`config.mk`:
```
export PLATFORM = sky130hd
export DESIGN_NAME = conv_bcd_seq
export DESIGN_NICKNAME = d
export VERILOG_FILES = /design/src/rtl/conv_bcd_seq.sv
export SDC_FILE = /design/constraint.sdc
export NUM_CORES = 1
export LEC_CHECK = 0
export ABC_AREA = 0
export CORE_MARGIN = 5
export CORE_UTILIZATION = 24
export DETAILED_ROUTE_END_ITERATION = 16
export GPL_ROUTABILITY_DRIVEN = 0
export HOLD_SLACK_MARGIN = 0.02
export SLEW_MARGIN = 20
export SYNTH_ARGS = -nofsm -noshare
export SYNTH_HDL_FRONTEND = slang
export SYNTH_SLANG_ARGS = --single-unit
```
`constraint.sdc`:
```
create_clock -name reloj -period 3.1 [get_ports reloj]
set_input_delay 0.775 -clock reloj [delete_from_list [all_inputs] [get_ports reloj]]
set_output_delay 0.775 -clock reloj [all_outputs]
set_load 0.02 [all_outputs]
```
`src/rtl/conv_bcd_seq.sv`:
```
// Sequential 8-bit binary to BCD converter (shift-and-add-3), one bit per cycle.
// Optional: define CONV_BCD_SEQ_AUTO_EN to start conversions whenever entrada changes.
module conv_bcd_seq (
    input  logic       reloj,
    input  logic       reset,
    input  logic [7:0] entrada,
    input  logic       inicio,
    output logic       ocupado,
    output logic       valido,
    output logic [3:0] units,
    output logic [3:0] tens,
    output logic [1:0] hunds
);

    typedef enum logic [1:0] {IDLE, CONV, FIN} state_t;

    state_t     state_q, state_d;
    logic [7:0] sr_q, sr_d;
    logic [2:0] cnt_q, cnt_d;
    logic [3:0] u_q, u_d, t_q, t_d;
    logic [1:0] h_q, h_d;
    logic [3:0] units_q, units_d, tens_q, tens_d;
    logic [1:0] hunds_q, hunds_d;
    logic       valido_q, valido_d;
    logic [3:0] u_adj, t_adj;
    logic       start;

`ifdef CONV_BCD_SEQ_AUTO_EN
    logic [7:0] last_q, last_d;
    assign start = (entrada != last_q);

    always_ff @(posedge reloj or posedge reset) begin
        if (reset) last_q <= 8'd0;
        else       last_q <= last_d;
    end
`else
    assign start = inicio;
`endif

    // Hundreds never reaches 5 for an 8-bit input, so only units/tens need the add-3.
    assign u_adj = (u_q >= 4'd5) ? u_q + 4'd3 : u_q;
    assign t_adj = (t_q >= 4'd5) ? t_q + 4'd3 : t_q;

    always_comb begin
        state_d  = state_q;
        sr_d     = sr_q;
        cnt_d    = cnt_q;
        u_d      = u_q;
        t_d      = t_q;
        h_d      = h_q;
        units_d  = units_q;
        tens_d   = tens_q;
        hunds_d  = hunds_q;
        valido_d = 1'b0;
`ifdef CONV_BCD_SEQ_AUTO_EN
        last_d   = last_q;
`endif
        case (state_q)
            IDLE: begin
                if (start) begin
                    sr_d    = entrada;
                    cnt_d   = 3'd0;
                    u_d     = 4'd0;
                    t_d     = 4'd0;
                    h_d     = 2'd0;
                    state_d = CONV;
`ifdef CONV_BCD_SEQ_AUTO_EN
                    last_d  = entrada;
`endif
                end
            end
            CONV: begin
                h_d  = {h_q[0], t_adj[3]};
                t_d  = {t_adj[2:0], u_adj[3]};
                u_d  = {u_adj[2:0], sr_q[7]};
                sr_d = {sr_q[6:0], 1'b0};
                // Counter holds at 7 on the last shift; leaving CONV stops further shifts.
                if (cnt_q == 3'd7) state_d = FIN;
                else               cnt_d   = cnt_q + 3'd1;
            end
            FIN: begin
                units_d  = u_q;
                tens_d   = t_q;
                hunds_d  = h_q;
                valido_d = 1'b1;
                state_d  = IDLE;
            end
            default: state_d = IDLE;
        endcase
    end

    always_ff @(posedge reloj or posedge reset) begin
        if (reset) begin
            state_q  <= IDLE;
            sr_q     <= 8'd0;
            cnt_q    <= 3'd0;
            u_q      <= 4'd0;
            t_q      <= 4'd0;
            h_q      <= 2'd0;
            units_q  <= 4'd0;
            tens_q   <= 4'd0;
            hunds_q  <= 2'd0;
            valido_q <= 1'b0;
        end else begin
            state_q  <= state_d;
            sr_q     <= sr_d;
            cnt_q    <= cnt_d;
            u_q      <= u_d;
            t_q      <= t_d;
            h_q      <= h_d;
            units_q  <= units_d;
            tens_q   <= tens_d;
            hunds_q  <= hunds_d;
            valido_q <= valido_d;
        end
    end

    assign ocupado = (state_q != IDLE);
    assign valido  = valido_q;
    assign units   = units_q;
    assign tens    = tens_q;
    assign hunds   = hunds_q;

`ifdef CONV_BCD_SEQ_AUTO_EN
    logic unused_inicio;
    assign unused_inicio = inicio;
`endif

endmodule
```
Yosys cells after proc, flatten, opt, wreduce, memory -nomap -nowiden
Index checks and enable logic that the tools add are counted.
Widths: inputs -> output; s select.
{"block": "word_totals", "in_bits": 11, "wordCells": 43, "ff_bits": 34, "out_inout_bits": 12}
{"block": "op_classes", "n_reduce_logical": 6, "add_sub_neg": 3, "n_lt_le_gt_ge": 2, "n_mux": 16, "eq_ne": 6}
{"cell": "$pmux 4 s2", "n": 2}
{"cell": "$pmux 8 s2", "n": 1}
{"cell": "$mux 4", "n": 3}
{"cell": "$add 4x2->4 const B", "n": 2}
{"cell": "$ge 4x3->1 const B", "n": 2}
{"cell": "$mux 8", "n": 1}
{"cell": "$pmux 2 s2", "n": 2}
{"cell": "$mux 2", "n": 3}
{"cell": "$mux 3", "n": 2}
{"cell": "$ne 2x2->1 const B", "n": 3}
{"cell": "$pmux 3 s2", "n": 1}
{"cell": "$reduce_and 2->1", "n": 2}
{"cell": "$reduce_bool 2->1", "n": 2}
{"cell": "$add 3x1->3 const B", "n": 1}
{"cell": "$eq 3x3->1 const B", "n": 1}
{"cell": "$reduce_and 3->1", "n": 1}
{"cell": "$eq 2x1->1 const B", "n": 1}
{"cell": "$eq 2x2->1 const B", "n": 1}
{"cell": "$logic_not 2->1", "n": 1}
{"cell": "$mux 1", "n": 1}

Logic depth before layout (Yosys ltp)
{"block": "depth", "ltp_word": 3, "mapped_depth": 6, "depth_no_buf": 6}

Worst setup path before layout
Ideal clock, no wire load.
{"block": "synth_path", "kind": "reg2out", "start": "register state_q[0]", "end": "output port ocupado", "setup_slack_ps": 1428, "path_stages_with_launch": 4, "path_buffers": 2, "arrival_ps": 897, "cell_sequence": "dfrtp_1 > buf_6 > buf_6 > or2_1"}
{"block": "synth_between", "elab_chain_len": 1}
{"element": "start: declaration", "line": "17", "text": "state_t state_q, state_d;"}
{"element": "start signal: assignment", "line": "105", "text": "state_q <= state_d;"}
{"element": "$reduce_bool 2->1", "line": "118", "text": "assign ocupado = (state_q != IDLE);"}
{"element": "end: declaration", "line": "8", "text": "output logic ocupado,"}
No other way between the ends.

Final worst setup path
{"block": "layout_path", "start": "register state_q[1]", "end": "output port ocupado"}
The elaborated chain is that of the path after synthesis.

==> impl_results.md <==
- Largest area contributor in the netlist: dfrtp_1
- Post-CTS Setup Bufs: 0
- Cell count after synthesis: 136
- Final #Nets: 179
- Half-perimeter wire length after placement: 2080 um
- Setup TNS: 0 ns
- Clock sink count: 34
- Largest net degree at the start of global routing: 35
- WL per Instance: 12.4 um
- CTS tree: done
- Arr. time, crit path: 1.61 ns
- Critical Path RT: 2.32 ns
- Syn_nets: 153
- Initial DRC Count: 62
- Synth top area share: 0.532
- Clk root buf: clkbuf_8
- Pwr Density: 912 nW/um^2
- Critical path class: reg -> out
- Synth Register Bits: 34
- Synth-to-Final Area Change: 23.3%
- Final hold viol count: 0
- CTS Buffer Depth: 2
- First-pass GRT wire length: 5150 um
- Vias in the first global route: 1082
- Post-layout minimum cycle time: 2.39 ns
- Avg Synthesized Cell Area: 11.7 um^2
- Residual DRC: 0
- HP Class: reg -> reg
- Layout cell share with drive strength beyond 1: 0.161
- Clk_lat worst skew: 0.28 ns
- Ys Warns: 0
- Worst VDD drop: 0.278 mV
- Post-cts hold buffer count: 0
- Seq/Total Area, Yosys: 0.532
- Status: finished, final reports clean
- Pins Over Slew Limit: 0
- Total track usage: 0.0778
- Yosys cell types: 31
- Final cycle utilization of the critical path: 0.770
- Max-Cap Viols: 0
- Unrepaired setup endpoints after global routing: no
- Die area: 8390 um^2
- Startpoint type of the worst setup path: register
- Routed vias: 1065
- Site Rows: 29
- CTS H-tree lvls: 2
- Top post-synthesis cells by area: dfrtp_1 53%, mux2_2 7.0%, ha_1 4.7%
- Worst-path clk slew: 0.06 ns
- CTS Buf Count: 5
- CP Max Fanout: 13
- Final hold slack: 0.485 ns
- Die H: 91.6 um
- Antenna Nets Post-Route: 0
- Post-CTS sizing: 0
- Worst Tran Pin Value: 0.570 ns
- Synthesized area: 1600 um^2
- Initial antenna violation count: 0
- Port bufs: 22
- First-pass DRT Iterations: 4
- Global route overflow: 0
- Static Leak: 0.899 nW
- Starting Density: 0.249
- Max Fclk: 0.419 GHz
- Ant diodes: 0
- Number of vias per cell: 4.47
- Final setup skew: 0.00294 ns
- Total core area: 6420 um^2
- Die W: 91.6 um
- Finish-stage setup viols: 0
- I/O Pins: 23
- Wirelength, routed: 2940 um
- Critical path capture point type: output pin
- Rel. slew slack: 0.618
## state kept, by name, indices dropped and copies added (netlist names)
register and count:
cnt_q 3, h_q 2, hunds 2, sr_q 8, state_q 2, t_q 4, tens 4, u_q 4
units 4, valido 1
## cell usage after synthesis
cell type / count
dfrtp_1: 34
nand2_1: 15
o21ai_0: 13
mux2_2: 10
a21oi_1: 6
a22o_1: 6
ha_1: 6
inv_1: 6
and3b_1: 5
nand2b_1: 3
a21oi_2: 2
a22oi_1: 2
buf_4: 2
buf_6: 2
mux2i_1: 2
nand3_1: 2
nor2b_2: 2
nor3_1: 2
o21ai_1: 2
o21bai_4: 2
xnor2_1: 2
and2_1: 1
and2b_1: 1
and2b_4: 1
clkbuf_2: 1
mux2_4: 1
nor2_1: 1
nor3b_1: 1
o31ai_1: 1
or2_1: 1
xor2_1: 1
## metal layers
layer / track usage / vias up / wire length, um
li1: - / 528 / -
met1: 0.0971 / 518 / 1330
met2: 0.117 / 14 / 1400
met3: 0.0322 / 5 / 165
met4: 0.0339 / 0 / 55
met5: 0 / - / 0
## layout make-up
type / count / area [um^2]
inverters: 6 / 22.5
clock buffers: 6 / 82.6
fillers: 636 / 4450
repair buffers: 24 / 235
flip-flops and latches: 34 / 851
well taps: 77 / 96.3
multi-input cells: 91 / 682
## stage by stage
| stage | instances | util | setup slack [ns] | total power, mW | area [um^2] |
|---|---|---|---|---|---|
| 2_1_floorplan | 136 | - | 1.43 | 1.28 | 1600 |
| 3_3_place_gp | 232 | 0.294 | 1.01 | 1.48 | 1890 |
| 3_5_place_dp | 232 | 0.294 | 0.999 | 1.50 | 1890 |
| 4_1_cts | 238 | 0.307 | 0.684 | 1.83 | 1970 |
| 5_1_grt | 238 | 0.307 | 0.621 | 1.94 | 1970 |
| 6_report | 238 | 0.307 | 0.712 | 1.80 | 1970 |
## path summary, 6_finish.rpt
| path | startpoint | end | slack [ns] | cells past startpoint |
|---|---|---|---|---|
| worst max register to register | state_q[1]$_DFFE_PP0P_ | units[3]$_DFFE_PP0P_ | 1.47 | 2 |
| max in group asynchronous | reset | hunds[1]$_DFFE_PP0P_ | 1.92 | 3 |
| worst max-delay path | state_q[1]$_DFFE_PP0P_ | ocupado | 0.71 | 2 |
| worst min register to register | sr_q[1]$_DFFE_PP0P_ | sr_q[1]$_DFFE_PP0P_ | 0.48 | 2 |
| worst min-delay path | sr_q[1]$_DFFE_PP0P_ | sr_q[1]$_DFFE_PP0P_ | 0.48 | 2 |
| min in group asynchronous | reset | tens[2]$_DFFE_PP0P_ | 0.88 | 3 |
## where the power goes
part	total, mW	internal, mW	switching [mW]
Combinational	0.757	0.380	0.377
Clock	0.315	0.171	0.144
Sequential	0.724	0.607	0.117
Total	1.80	1.16	0.638
## cells in the final DEF (no fill, tap or decap), drive strengths merged
master | Yosys | final
dfrtp | 34 | 34
clkdlybuf4s50 | 0 | 22
nand2 | 15 | 15
o21ai | 15 | 15
mux2 | 11 | 11
a21oi | 8 | 8
a22o | 6 | 6
inv | 6 | 6
ha | 6 | 6
clkbuf | 1 | 6
and3b | 5 | 5
nand2b | 3 | 3
o21bai | 2 | 2
nor2b | 2 | 2
nor3 | 2 | 2
nand3 | 2 | 2
a22oi | 2 | 2
xnor2 | 2 | 2
mux2i | 2 | 2
buf | 4 | 2
and2b | 2 | 2
nor2 | 1 | 1
or2 | 1 | 1
and2 | 1 | 1
xor2 | 1 | 1
o31ai | 1 | 1
nor3b | 1 | 1
## kinds of logic after synthesis
kind of cell / share of synthesized area
simple gates: 0.124
compound gates: 0.147
fa+ha+maj: 0.0470
xor+xnor: 0.0164
mux: 0.0924
buf+inv: 0.0407
flops: 0.533
## worst max-delay path, stage by stage (launching register included)
cell and delay, ns:
dfrtp_1 0.50, or2_1 0.29, clkdlybuf4s50_1 0.54
No activity file was read; power rests on OpenSTA's default activity.
